--- config.mk ---
export PLATFORM = sky130hd
export DESIGN_NAME = uart_bus_bridge_flat
export DESIGN_NICKNAME = d
export VERILOG_FILES = /design/src/rtl/uart_bridge_pkg.sv /design/src/rtl/uart_bus_bridge_if.sv /design/src/rtl/uart_rx_byte.sv /design/src/rtl/uart_bus_bridge.sv /design/src/flat_wrapper.sv
export SDC_FILE = /design/constraint.sdc
export NUM_CORES = 1
export LEC_CHECK = 0
export ABC_AREA = 1
export CORE_AREA = 8 8 169 171
export DETAILED_ROUTE_END_ITERATION = 6
export DIE_AREA = 0 0 177 179
export GPL_TIMING_DRIVEN = 0
export PLACE_DENSITY = 0.47
export SETUP_SLACK_MARGIN = 0.1
export SLEW_MARGIN = 20
export SYNTH_ARGS = -nofsm -noshare
export SYNTH_HDL_FRONTEND = slang
export SYNTH_SLANG_ARGS = --single-unit
--- constraint.sdc ---
create_clock -name clk -period 1.9 [get_ports clk]
set_clock_uncertainty 0.1 [all_clocks]
set_input_delay 0.19 -clock clk [delete_from_list [all_inputs] [get_ports clk]]
set_output_delay 0.19 -clock clk [all_outputs]
set_load 0.005 [all_outputs]
--- src/rtl/uart_bridge_pkg.sv ---
// Shared constants, state encodings and counter-width helper for the UART bus bridge.
// No logic of its own; every bridge file imports it.
package uart_bridge_pkg;

  localparam logic [7:0] CMD_WRITE = 8'h57;
  localparam logic [7:0] CMD_READ  = 8'h52;
  localparam logic [7:0] RSP_ACK   = 8'h2E;
  localparam logic [7:0] RSP_ERR   = 8'h3F;

  localparam int DEF_CLKSPEED     = 32000000;
  localparam int DEF_BAUD         = 115200;
  localparam int DEF_DIVISOR      = DEF_CLKSPEED / DEF_BAUD;
  localparam int DEF_TIMEOUT_BITS = 1024;

  typedef enum logic [2:0] {
    ST_IDLE, ST_GET_AH, ST_GET_AL, ST_GET_DH, ST_GET_DL, ST_REQ, ST_ACCESS, ST_RESP
  } state_t;

  typedef enum logic [1:0] {RX_IDLE, RX_START, RX_DATA, RX_STOP} rx_state_t;

  // Bits needed for a down-counter that starts at n-1.
  function automatic int cnt_w(input int n);
    return (n < 2) ? 1 : $clog2(n);
  endfunction

endpackage

--- src/rtl/uart_bus_bridge_if.sv ---
// System-bus side of the bridge: request/grant handshake plus a 16-bit single-strobe cycle.
// Master drives the cycle; slave (arbiter + memory) supplies grant and read data.
interface uart_bus_bridge_if;
  logic        bus_req;
  logic        bus_gnt;
  logic [15:0] addr;
  logic [15:0] dout;
  logic [15:0] din;
  logic        rnw;
  logic        cs_b;

  modport master (output bus_req, addr, dout, rnw, cs_b, input bus_gnt, din);
  modport slave  (input bus_req, addr, dout, rnw, cs_b, output bus_gnt, din);
endinterface

--- src/rtl/uart_rx_byte.sv ---
// 8N1 receiver: 2-flop synchroniser, mid-bit sampling, framing check; rx_vld strobes one clken cycle.
// Latency ~9.5 bit times from start edge; no backpressure, the consumer must take rx_dat on the strobe.
module uart_rx_byte
  import uart_bridge_pkg::*;
#(
  parameter int DIVISOR = DEF_DIVISOR
) (
  input  logic       clk,
  input  logic       reset_b,
  input  logic       clken,
  input  logic       rxd,
  output logic [7:0] rx_dat,
  output logic       rx_vld
);

  localparam int DIV_W = cnt_w(DIVISOR);
  localparam logic [DIV_W-1:0] DIV_LAST = DIV_W'(DIVISOR - 1);
  localparam logic [DIV_W-1:0] DIV_HALF = DIV_W'(DIVISOR / 2 - 1);

  rx_state_t        state, state_nxt;
  logic             rx_meta, rx_sync, rx_prev;
  logic [DIV_W-1:0] cnt;
  logic [2:0]       bit_idx;
  logic             tick, fall;

  assign tick = (cnt == '0);
  assign fall = rx_prev & ~rx_sync;

  always_ff @(posedge clk or negedge reset_b) begin
    if (!reset_b) begin
      rx_meta <= 1'b1;
      rx_sync <= 1'b1;
      rx_prev <= 1'b1;
    end else if (clken) begin
      rx_meta <= rxd;
      rx_sync <= rx_meta;
      rx_prev <= rx_sync;
    end
  end

  always_ff @(posedge clk or negedge reset_b) begin
    if (!reset_b)   state <= RX_IDLE;
    else if (clken) state <= state_nxt;
  end

  always_comb begin
    state_nxt = state;
    case (state)
      RX_IDLE:  if (fall) state_nxt = RX_START;
      // A glitch shorter than half a bit is not a start bit.
      RX_START: if (tick) state_nxt = rx_sync ? RX_IDLE : RX_DATA;
      RX_DATA:  if (tick && bit_idx == 3'd7) state_nxt = RX_STOP;
      RX_STOP:  if (tick) state_nxt = RX_IDLE;
      default:  state_nxt = RX_IDLE;
    endcase
  end

  always_ff @(posedge clk or negedge reset_b) begin
    if (!reset_b) begin
      cnt     <= '0;
      bit_idx <= '0;
      rx_dat  <= '0;
      rx_vld  <= 1'b0;
    end else if (clken) begin
      rx_vld <= 1'b0;
      case (state)
        RX_IDLE: begin
          cnt     <= DIV_HALF;
          bit_idx <= '0;
        end
        RX_START: cnt <= tick ? DIV_LAST : cnt - 1'b1;
        RX_DATA: begin
          if (tick) begin
            rx_dat  <= {rx_sync, rx_dat[7:1]};
            bit_idx <= bit_idx + 1'b1;
            cnt     <= DIV_LAST;
          end else begin
            cnt <= cnt - 1'b1;
          end
        end
        RX_STOP: begin
          if (tick) rx_vld <= rx_sync;
          else      cnt    <= cnt - 1'b1;
        end
        default: cnt <= '0;
      endcase
    end
  end

endmodule

--- src/rtl/uart_bus_bridge.sv ---
// Serial command initiator: 'W' AH AL DH DL / 'R' AH AL frames become 16-bit bus cycles, answered on txd.
// One-byte holding register, later bytes dropped while full; bus REQ waits on bus_gnt indefinitely.
module uart_bus_bridge
  import uart_bridge_pkg::*;
#(
  parameter int CLKSPEED     = DEF_CLKSPEED,
  parameter int BAUD         = DEF_BAUD,
  parameter int DIVISOR      = CLKSPEED / BAUD,
  parameter int TIMEOUT_BITS = DEF_TIMEOUT_BITS
) (
  input  logic clk,
  input  logic reset_b,
  input  logic clken,
  input  logic rxd,
  output logic txd,
  uart_bus_bridge_if.master bus
);

  localparam int DIV_W = cnt_w(DIVISOR);
  localparam int TMO_W = cnt_w(TIMEOUT_BITS * DIVISOR);
  localparam logic [DIV_W-1:0] DIV_LAST = DIV_W'(DIVISOR - 1);
  localparam logic [TMO_W-1:0] TMO_LAST = TMO_W'(TIMEOUT_BITS * DIVISOR - 1);

  state_t           state, state_nxt;
  logic [7:0]       rx_dat, hold_dat;
  logic             rx_vld, hold_full, hold_take;
  logic [TMO_W-1:0] tmo_cnt;
  logic             is_get, tmo_hit, is_wr;
  logic [15:0]      cmd_addr, cmd_data, addr_r, dout_r, resp_buf;
  logic             rnw_r;
  logic [1:0]       resp_left;
  logic             tx_load, tx_busy;
  logic [8:0]       tx_sr;
  logic [3:0]       tx_bits;
  logic [DIV_W-1:0] tx_div;

  uart_rx_byte #(.DIVISOR(DIVISOR)) u_rx (
    .clk     (clk),
    .reset_b (reset_b),
    .clken   (clken),
    .rxd     (rxd),
    .rx_dat  (rx_dat),
    .rx_vld  (rx_vld)
  );

  assign is_get  = (state == ST_GET_AH) || (state == ST_GET_AL) ||
                   (state == ST_GET_DH) || (state == ST_GET_DL);
  assign tmo_hit = (tmo_cnt == '0);

  assign bus.bus_req = (state == ST_REQ) || (state == ST_ACCESS);
  assign bus.cs_b    = (state != ST_ACCESS);
  assign bus.addr    = addr_r;
  assign bus.dout    = dout_r;
  assign bus.rnw     = rnw_r;

  always_ff @(posedge clk or negedge reset_b) begin
    if (!reset_b)   state <= ST_IDLE;
    else if (clken) state <= state_nxt;
  end

  always_comb begin
    state_nxt = state;
    hold_take = 1'b0;
    tx_load   = 1'b0;
    case (state)
      ST_IDLE: if (hold_full) begin
        hold_take = 1'b1;
        state_nxt = (hold_dat == CMD_WRITE || hold_dat == CMD_READ) ? ST_GET_AH : ST_RESP;
      end
      ST_GET_AH: if (hold_full) begin
        hold_take = 1'b1;
        state_nxt = ST_GET_AL;
      end else if (tmo_hit) state_nxt = ST_IDLE;
      ST_GET_AL: if (hold_full) begin
        hold_take = 1'b1;
        state_nxt = is_wr ? ST_GET_DH : ST_REQ;
      end else if (tmo_hit) state_nxt = ST_IDLE;
      ST_GET_DH: if (hold_full) begin
        hold_take = 1'b1;
        state_nxt = ST_GET_DL;
      end else if (tmo_hit) state_nxt = ST_IDLE;
      ST_GET_DL: if (hold_full) begin
        hold_take = 1'b1;
        state_nxt = ST_REQ;
      end else if (tmo_hit) state_nxt = ST_IDLE;
      ST_REQ:    if (bus.bus_gnt) state_nxt = ST_ACCESS;
      ST_ACCESS: state_nxt = ST_RESP;
      ST_RESP: begin
        if (resp_left == 2'd0) state_nxt = ST_IDLE;
        else if (!tx_busy)     tx_load   = 1'b1;
      end
      default: state_nxt = ST_IDLE;
    endcase
  end

  always_ff @(posedge clk or negedge reset_b) begin
    if (!reset_b) begin
      hold_full <= 1'b0;
      hold_dat  <= '0;
      tmo_cnt   <= TMO_LAST;
      is_wr     <= 1'b0;
      cmd_addr  <= '0;
      cmd_data  <= '0;
      addr_r    <= '0;
      dout_r    <= '0;
      rnw_r     <= 1'b1;
      resp_buf  <= '0;
      resp_left <= '0;
    end else if (clken) begin
      if (hold_take)                  hold_full <= 1'b0;
      else if (rx_vld && !hold_full) begin
        hold_full <= 1'b1;
        hold_dat  <= rx_dat;
      end

      if (hold_take)               tmo_cnt <= TMO_LAST;
      else if (is_get && !tmo_hit) tmo_cnt <= tmo_cnt - 1'b1;

      // The last field byte goes straight to the bus registers so they are valid in REQ.
      if (hold_take) begin
        case (state)
          ST_IDLE: begin
            is_wr     <= (hold_dat == CMD_WRITE);
            resp_buf  <= {RSP_ERR, 8'h00};
            resp_left <= 2'd1;
          end
          ST_GET_AH: cmd_addr[15:8] <= hold_dat;
          ST_GET_AL: begin
            cmd_addr[7:0] <= hold_dat;
            if (!is_wr) begin
              addr_r <= {cmd_addr[15:8], hold_dat};
              rnw_r  <= 1'b1;
            end
          end
          ST_GET_DH: cmd_data[15:8] <= hold_dat;
          ST_GET_DL: begin
            addr_r <= cmd_addr;
            dout_r <= {cmd_data[15:8], hold_dat};
            rnw_r  <= 1'b0;
          end
          default: ;
        endcase
      end

      if (state == ST_ACCESS) begin
        resp_buf  <= is_wr ? {RSP_ACK, 8'h00} : bus.din;
        resp_left <= is_wr ? 2'd1 : 2'd2;
      end

      if (tx_load) begin
        resp_buf  <= {resp_buf[7:0], 8'h00};
        resp_left <= resp_left - 1'b1;
      end
    end
  end

  // tx_sr holds {stop, data}; the start bit is driven directly on load.
  always_ff @(posedge clk or negedge reset_b) begin
    if (!reset_b) begin
      txd     <= 1'b1;
      tx_busy <= 1'b0;
      tx_sr   <= '0;
      tx_bits <= '0;
      tx_div  <= '0;
    end else if (clken) begin
      if (tx_load) begin
        tx_sr   <= {1'b1, resp_buf[15:8]};
        txd     <= 1'b0;
        tx_busy <= 1'b1;
        tx_bits <= 4'd9;
        tx_div  <= DIV_LAST;
      end else if (tx_busy) begin
        if (tx_div == '0) begin
          tx_div <= DIV_LAST;
          if (tx_bits == 4'd0) begin
            tx_busy <= 1'b0;
          end else begin
            txd     <= tx_sr[0];
            tx_sr   <= {1'b1, tx_sr[8:1]};
            tx_bits <= tx_bits - 1'b1;
          end
        end else begin
          tx_div <= tx_div - 1'b1;
        end
      end
    end
  end

endmodule

--- src/flat_wrapper.sv ---
// flat-port wrapper written by rule: the top's interface ports become plain ports
module uart_bus_bridge_flat import uart_bridge_pkg::*;
#(
  parameter int CLKSPEED     = DEF_CLKSPEED,
  parameter int BAUD         = DEF_BAUD,
  parameter int DIVISOR      = CLKSPEED / BAUD,
  parameter int TIMEOUT_BITS = DEF_TIMEOUT_BITS
)
  (clk, reset_b, clken, rxd, txd, bus_bus_req, bus_addr, bus_dout, bus_rnw, bus_cs_b, bus_bus_gnt, bus_din);
  uart_bus_bridge_if bus_i ();
  input  logic clk;
  input  logic reset_b;
  input  logic clken;
  input  logic rxd;
  output logic txd;
  output wire logic [$bits(bus_i.bus_req)-1:0] bus_bus_req;
  output wire logic [$bits(bus_i.addr)-1:0] bus_addr;
  output wire logic [$bits(bus_i.dout)-1:0] bus_dout;
  output wire logic [$bits(bus_i.rnw)-1:0] bus_rnw;
  output wire logic [$bits(bus_i.cs_b)-1:0] bus_cs_b;
  input wire logic [$bits(bus_i.bus_gnt)-1:0] bus_bus_gnt;
  input wire logic [$bits(bus_i.din)-1:0] bus_din;
  assign bus_bus_req = bus_i.bus_req;
  assign bus_addr = bus_i.addr;
  assign bus_dout = bus_i.dout;
  assign bus_rnw = bus_i.rnw;
  assign bus_cs_b = bus_i.cs_b;
  assign bus_i.bus_gnt = bus_bus_gnt;
  assign bus_i.din = bus_din;
  uart_bus_bridge #(.CLKSPEED(CLKSPEED), .BAUD(BAUD), .DIVISOR(DIVISOR), .TIMEOUT_BITS(TIMEOUT_BITS)) u_core (.clk(clk), .reset_b(reset_b), .clken(clken), .rxd(rxd), .txd(txd), .bus(bus_i));
endmodule
== After elaboration in Yosys (flattened, before gate mapping) ==
Cells that the tools add are included.

* Bits in registers: 157
* Latch bits: 0
* Memory bits (writable): 0
* Bits in read-only memories: 0
* Bits of input ports: 21
* Output and inout port bits: 36
* Memories kept: 0

* Add/subtract/negate cells: 6
* Multipliers: 0
* Divide/modulo/power cells: 0
* $lt $le $gt $ge: 0
* Eq/ne operators: 25
* Shifts and indexed selects: 0
* Muxes and demuxes: 66
* Bitwise operators: 3
* Reductions and logical operators: 44

{| class="wikitable"
|+ Operator list
! kind !! count
|-
| $mux W16 || 6
|-
| $mux W9 || 9
|-
| $mux W19 || 2
|-
| $mux W3 || 11
|-
| $pmux W16 S2 || 1
|-
| $pmux W9 S3 || 1
|-
| $reduce_and A3 Y1 || 9
|-
| $pmux W3 S8 || 1
|-
| $mux W2 || 10
|-
| $logic_not A19 Y1 || 1
|-
| $sub A19 B1 Y19 const B || 1
|-
| $logic_not A9 Y1 || 2
|-
| $mux W1 || 18
|-
| $sub A9 B1 Y9 const B || 2
|-
| $eq A8 B7 Y1 const B || 2
|-
| $mux W4 || 4
|-
| $ne A2 B2 Y1 const B || 8
|-
| $eq A3 B3 Y1 const B || 5
|-
| $reduce_and A4 Y1 || 3
|-
| $reduce_bool A2 Y1 || 6
|-
| $pmux W2 S4 || 1
|-
| $reduce_and A2 Y1 || 4
|-
| $eq A3 B2 Y1 const B || 2
|-
| $ne A2 B1 Y1 const B || 3
|-
| other kinds (21) || 32
|}

== Logic depth before layout (Yosys ltp) ==
* Word-level depth: 7
* Mapped depth: 13

== By module ==
A second synthesis with hierarchy kept.

* Cells, all modules: 953
* Area, all modules: 7718.7 um2

{| class="wikitable"
|+ Modules (own cells, without submodules)
! module !! times used !! cells each !! area each (um2)
|-
| uart_bus_bridge || 1 || 773 || 6267.3
|-
| uart_rx_byte || 1 || 180 || 1451.4
|}

== Worst setup path before layout ==
No wires, ideal clock.

* Path type: register -> register
* Start: reg u_core.tmo_cnt[0]
* End: reg u_core.tmo_cnt[10]
* Setup time: 66 ps
* Arrival: 1650 ps
* Data required time: 1734 ps
* Setup slack: 84 ps
* Stages on the path, launching flop included: 10
* Cell sequence: dfstp_2 inv_1 ha_1 nand2_1 nor2_1 nand3_1 o21ai_2 clkbuf_1 nand3_1 nand2_1

* Word-level cells in the longest chain between the ends: 5
* Elaborated cells between the ends (all ways): 8

{| class="wikitable"
|+ RTL lines
! item !! RTL line !! source
|-
| start: declaration || uart_bus_bridge.sv:27 || <nowiki>logic [TMO_W-1:0] tmo_cnt;</nowiki>
|-
| start signal: assignment || uart_bus_bridge.sv:117 || <nowiki>else if (is_get && !tmo_hit) tmo_cnt <= tmo_cnt - 1'b1;</nowiki>
|-
| branches (longest 5 deep; another with $sub A19 B1 Y19) || -- ||
|}

Several ways; the timed one is not identified. The select of a mux whose other input is x is not followed.
A chain may end at the register's enable or synchronous reset.

== Worst setup path after layout ==
* Start: reg u_core.resp_left[0]
* End: reg u_core.tx_sr[7]

* Word-level cells in the longest chain between the ends: 5
* Elaborated cells between the ends (all ways): 8

{| class="wikitable"
|+ RTL lines
! item !! RTL line !! source
|-
| start: declaration || uart_bus_bridge.sv:31 || <nowiki>logic [1:0] resp_left;</nowiki>
|-
| start signal: assignment || uart_bus_bridge.sv:147 || <nowiki>resp_left <= is_wr ? 2'd1 : 2'd2;</nowiki>
|-
| start signal: assignment || uart_bus_bridge.sv:152 || <nowiki>resp_left <= resp_left - 1'b1;</nowiki>
|-
| $logic_not A2 Y1 (*) || uart_bus_bridge.sv:89 || <nowiki>if (resp_left == 2'd0) state_nxt = ST_IDLE;</nowiki>
|-
| $mux W1 (*) || uart_bus_bridge.sv:89 ||
|-
| $mux W1 (*) || uart_bus_bridge.sv:65 || <nowiki>case (state)</nowiki>
|-
| $ne A2 B1 Y1 (no line) / $reduce_bool A2 Y1 (equally long branches) || -- ||
|-
| $reduce_and A4 Y1 (no line) || -- ||
|-
| end signal: assignment || uart_bus_bridge.sv:167 || <nowiki>tx_sr <= {1'b1, resp_buf[15:8]};</nowiki>
|-
| end signal: assignment || uart_bus_bridge.sv:179 || <nowiki>tx_sr <= {1'b1, tx_sr[8:1]};</nowiki>
|-
| end: declaration || uart_bus_bridge.sv:33 || <nowiki>logic [8:0] tx_sr;</nowiki>
|}

Every way passes the cells marked *; elsewhere a longest branch is shown, timed or not.

==> flow_metrics.env <==
export IMPL_worst_slack_ns=0.108
export IMPL_diodes=0
export IMPL_syn_area_per_cell_um2=7.87
export IMPL_dr_wl_met3_um=474
export IMPL_final_cell_mix="nand2_1 (265), dfrtp_1 (136), nor2_1 (89)"
export IMPL_criticalPathCategory="reg2reg"
export IMPL_gp_congestion=0.814
export IMPL_drt_initial_drc_count=314
export IMPL_syn_nets=1009
export IMPL_drc=0
export IMPL_maxSlewHeadroom_pct=64.2
export IMPL_crit_start="u_core.resp_left[0]"
export IMPL_worst_pin_slew_ns=0.537
export IMPL_cp_cell_sequence="inv_2 > ha_4 > nor2_4 > nand2_4 > a21oi_4 > buf_12 > nand2_4 > nor2_4 > inv_2 > buf_6 > nand2_2 > nand2_1"
export IMPL_cts_sinks=157
export IMPL_period_share_pct=94.3
export IMPL_status="complete, no violations"
export IMPL_via_per_inst=4.53
export IMPL_cts_tree="done"
export IMPL_drive_above_1_share_pct=22.2
export IMPL_cp_slowest_cell="dfrtp_1"
export IMPL_ios=57
export IMPL_wl_per_cell_um=13.7
export IMPL_critical_path_max_fanout=5
export IMPL_die_area_um2=31700
export IMPL_fp_coreArea_um2=25800
export IMPL_hpwl_mm=13.2
export IMPL_die_w_um=177
export IMPL_crit_cells=12
export IMPL_yosysUniqueCellTypes=32
export IMPL_crit_family="simple AND/OR/NAND/NOR gates"
export IMPL_rows=59
export IMPL_final_common_cell="nand2_1"
export IMPL_fin_nets=1129
export IMPL_final_cells=1443
export IMPL_grt_pass1_wl_mm=32.9
export IMPL_drv_slew=0
export IMPL_rr_startpoint="u_core.resp_left[0]"
export IMPL_io_buffers=56
export IMPL_route_antenna_remaining_nets=0
export IMPL_top_layer="met4"
export IMPL_place_inst=1367
export IMPL_ys_async_sr_fraction_pct=100
export IMPL_powerDensity_nw_per_um2=1350
export IMPL_max_clock_freq_ghz=0.558
export IMPL_insertion_delay_ns=0.43
export IMPL_irDropWorstVdd_mv=0.643
export IMPL_hold_class="in2async"
export IMPL_maxCapViolations=0
export IMPL_grt_max_degree=91
export IMPL_path_buf_inv=4
export IMPL_drt_first_pass_iters=5
export IMPL_track_usage_pct=12.9
export IMPL_cts_root_buf="clkbuf_16"
export IMPL_dr_total_vias=6542
export IMPL_rr_worst_depth=12
export IMPL_syn2layout_area_growth_pct=33.5
export IMPL_synth_area_um2=7670
export IMPL_wl_met2_mm=9.52
export IMPL_grt_pass1_vias=6515
export IMPL_cp_start_kind="flop"
export IMPL_ys_seq_area_share_pct=51.5
export IMPL_cp_data_arrival_time_ns=2.01
export IMPL_hold_viol=0
export IMPL_ys_flop_type="dfrtp_1"
export IMPL_antenna_found_initial=0
export IMPL_fp_dieH_um=179
export IMPL_start_util_pct=29.8
export IMPL_rsz0062_at_grt="true"
export IMPL_numCtsBuffers=17
export IMPL_clkTransAtPathRegs_ns=0.07
export IMPL_synth_edf_count=0
export IMPL_routed_wl_mm=19.7
export IMPL_p_leak_nw=4.80
export IMPL_ys_warn_count=0
export IMPL_layout_min_cycle_time_ns=1.79
export IMPL_dp_worst_setup_slack_ns=-0.421
export IMPL_setup_viol=0
export IMPL_max_stage_delay_ns=0.36
export IMPL_wl_met1_mm=9.51
export IMPL_cts_buffer_depth=2
export IMPL_grt_overflow=0
export IMPL_synth_cells=975
export IMPL_cts_max_level=4
export IMPL_end_kind="flop"
export IMPL_required_ns=2.11
export IMPL_synth_seq_cells=157
-- cells in the mapped netlist, types with 7 or more instances --
master,instances,area share [%]
ha_1,13,2.1
nor3_1,7,0.46
xor2_1,11,1.3
nand2_1,307,15
clkbuf_1,12,0.59
a21oi_1,23,1.5
nor2_1,104,5.1
inv_1,93,4.6
nand3_1,75,4.9
dfrtp_1,139,45
dfstp_2,18,6.2
buf_2,9,0.59
o21ai_0,107,7.0
inv_2,7,0.34
-- routing by layer --
layer	track usage (%)	up-vias
li1	-	3351
met2	21.2	64
met4	4.10	0
met5	0	-
met3	2.61	15
met1	16.9	3112
-- cells by family (layout without fill, tap and decap cells) --
group / count (synthesis) / after routing / synth area share, %
XOR/XNOR: 14 / 14 / 1.60
flip-flops: 157 / 157 / 51.5
AO/OA/AOI/OAI: 145 / 145 / 9.79
adder cells (fa/ha/maj): 13 / 13 / 2.12
AND/OR/NAND/NOR: 516 / 516 / 27.9
buffers and inverters: 130 / 263 / 7.05
-- area by class of cell --
| cell class | instances | area [um^2] |
|---|---|---|
| fillers | 2663 | 15500 |
| flip-flops and latches | 157 | 3960 |
| multi-input cells | 688 | 3610 |
| repair buffers | 102 | 1020 |
| clock buffers | 17 | 425 |
| well taps | 335 | 419 |
| inverters | 101 | 404 |
| plain buffers | 28 | 248 |
| clock inverters | 15 | 160 |
-- per-stage QoR --
| step | util (%) | TNS (ns) | area [um^2] | hold WS (ns) | power (mW) |
|---|---|---|---|---|---|
| floorplan | - | 0 | 7670 | -0.206 | 7.89 |
| global placement | 33.6 | -1010.70 | 8650 | 0.352 | 9.13 |
| detailed placement | 33.7 | -43.71 | 8680 | 0.0871 | 9.15 |
| CTS | 37.9 | 0 | 9770 | 0.166 | 13.3 |
| global route | 39.7 | 0 | 10200 | 0.193 | 15.0 |
| finish | 39.7 | 0 | 10200 | 0.187 | 13.9 |
-- worst register-to-register path: cells and delay by family (launching register included) --
kind            cells  cell delay, ns
buf+inv             4            0.41
fa+ha+maj           1            0.17
simple gates        6            0.47
flops               1            0.36
compound gates      1            0.18
-- sequential cells by signal, summed over array words and instances, names as in the netlist, 9 cells and up, named ones only --
signal and flops:
u_core.cmd_addr 16, u_core.tx_div 9, u_core.tmo_cnt 19, u_core.tx_sr 9
u_core.u_rx.cnt 9, u_core.resp_buf 16, u_core.bus.dout 16, u_core.bus.addr 16
-- what timing repair did --
item,CTS,global route
hold buffers,1,0
cloned,2,2
endpoints found under the setup margin,147,146
pin swaps,18,31
buffers inserted,26,14
resized for setup,99,124
endpoints found under the hold margin,57,0
-- power by group --
group / switching [mW] / total (mW) / internal, mW
Clock: 1.50 / 3.45 / 1.95
Combinational: 3.18 / 5.47 / 2.29
Sequential: 0.630 / 4.95 / 4.32
-- final timing paths --
kind / to / slack [ns]
setup / recovery: u_core.tx_sr[7] / 0.11
hold / removal: u_core.cmd_data[15] / 0.19
setup reg to reg: u_core.tx_sr[7] / 0.11
hold reg to reg: u_core.tmo_cnt[18] / 0.37
max in group asynchronous: u_core.tmo_cnt[10] / 0.65
min in group clk: u_core.u_rx.rx_meta / 0.19
Power figures use the tool's default switching activity.
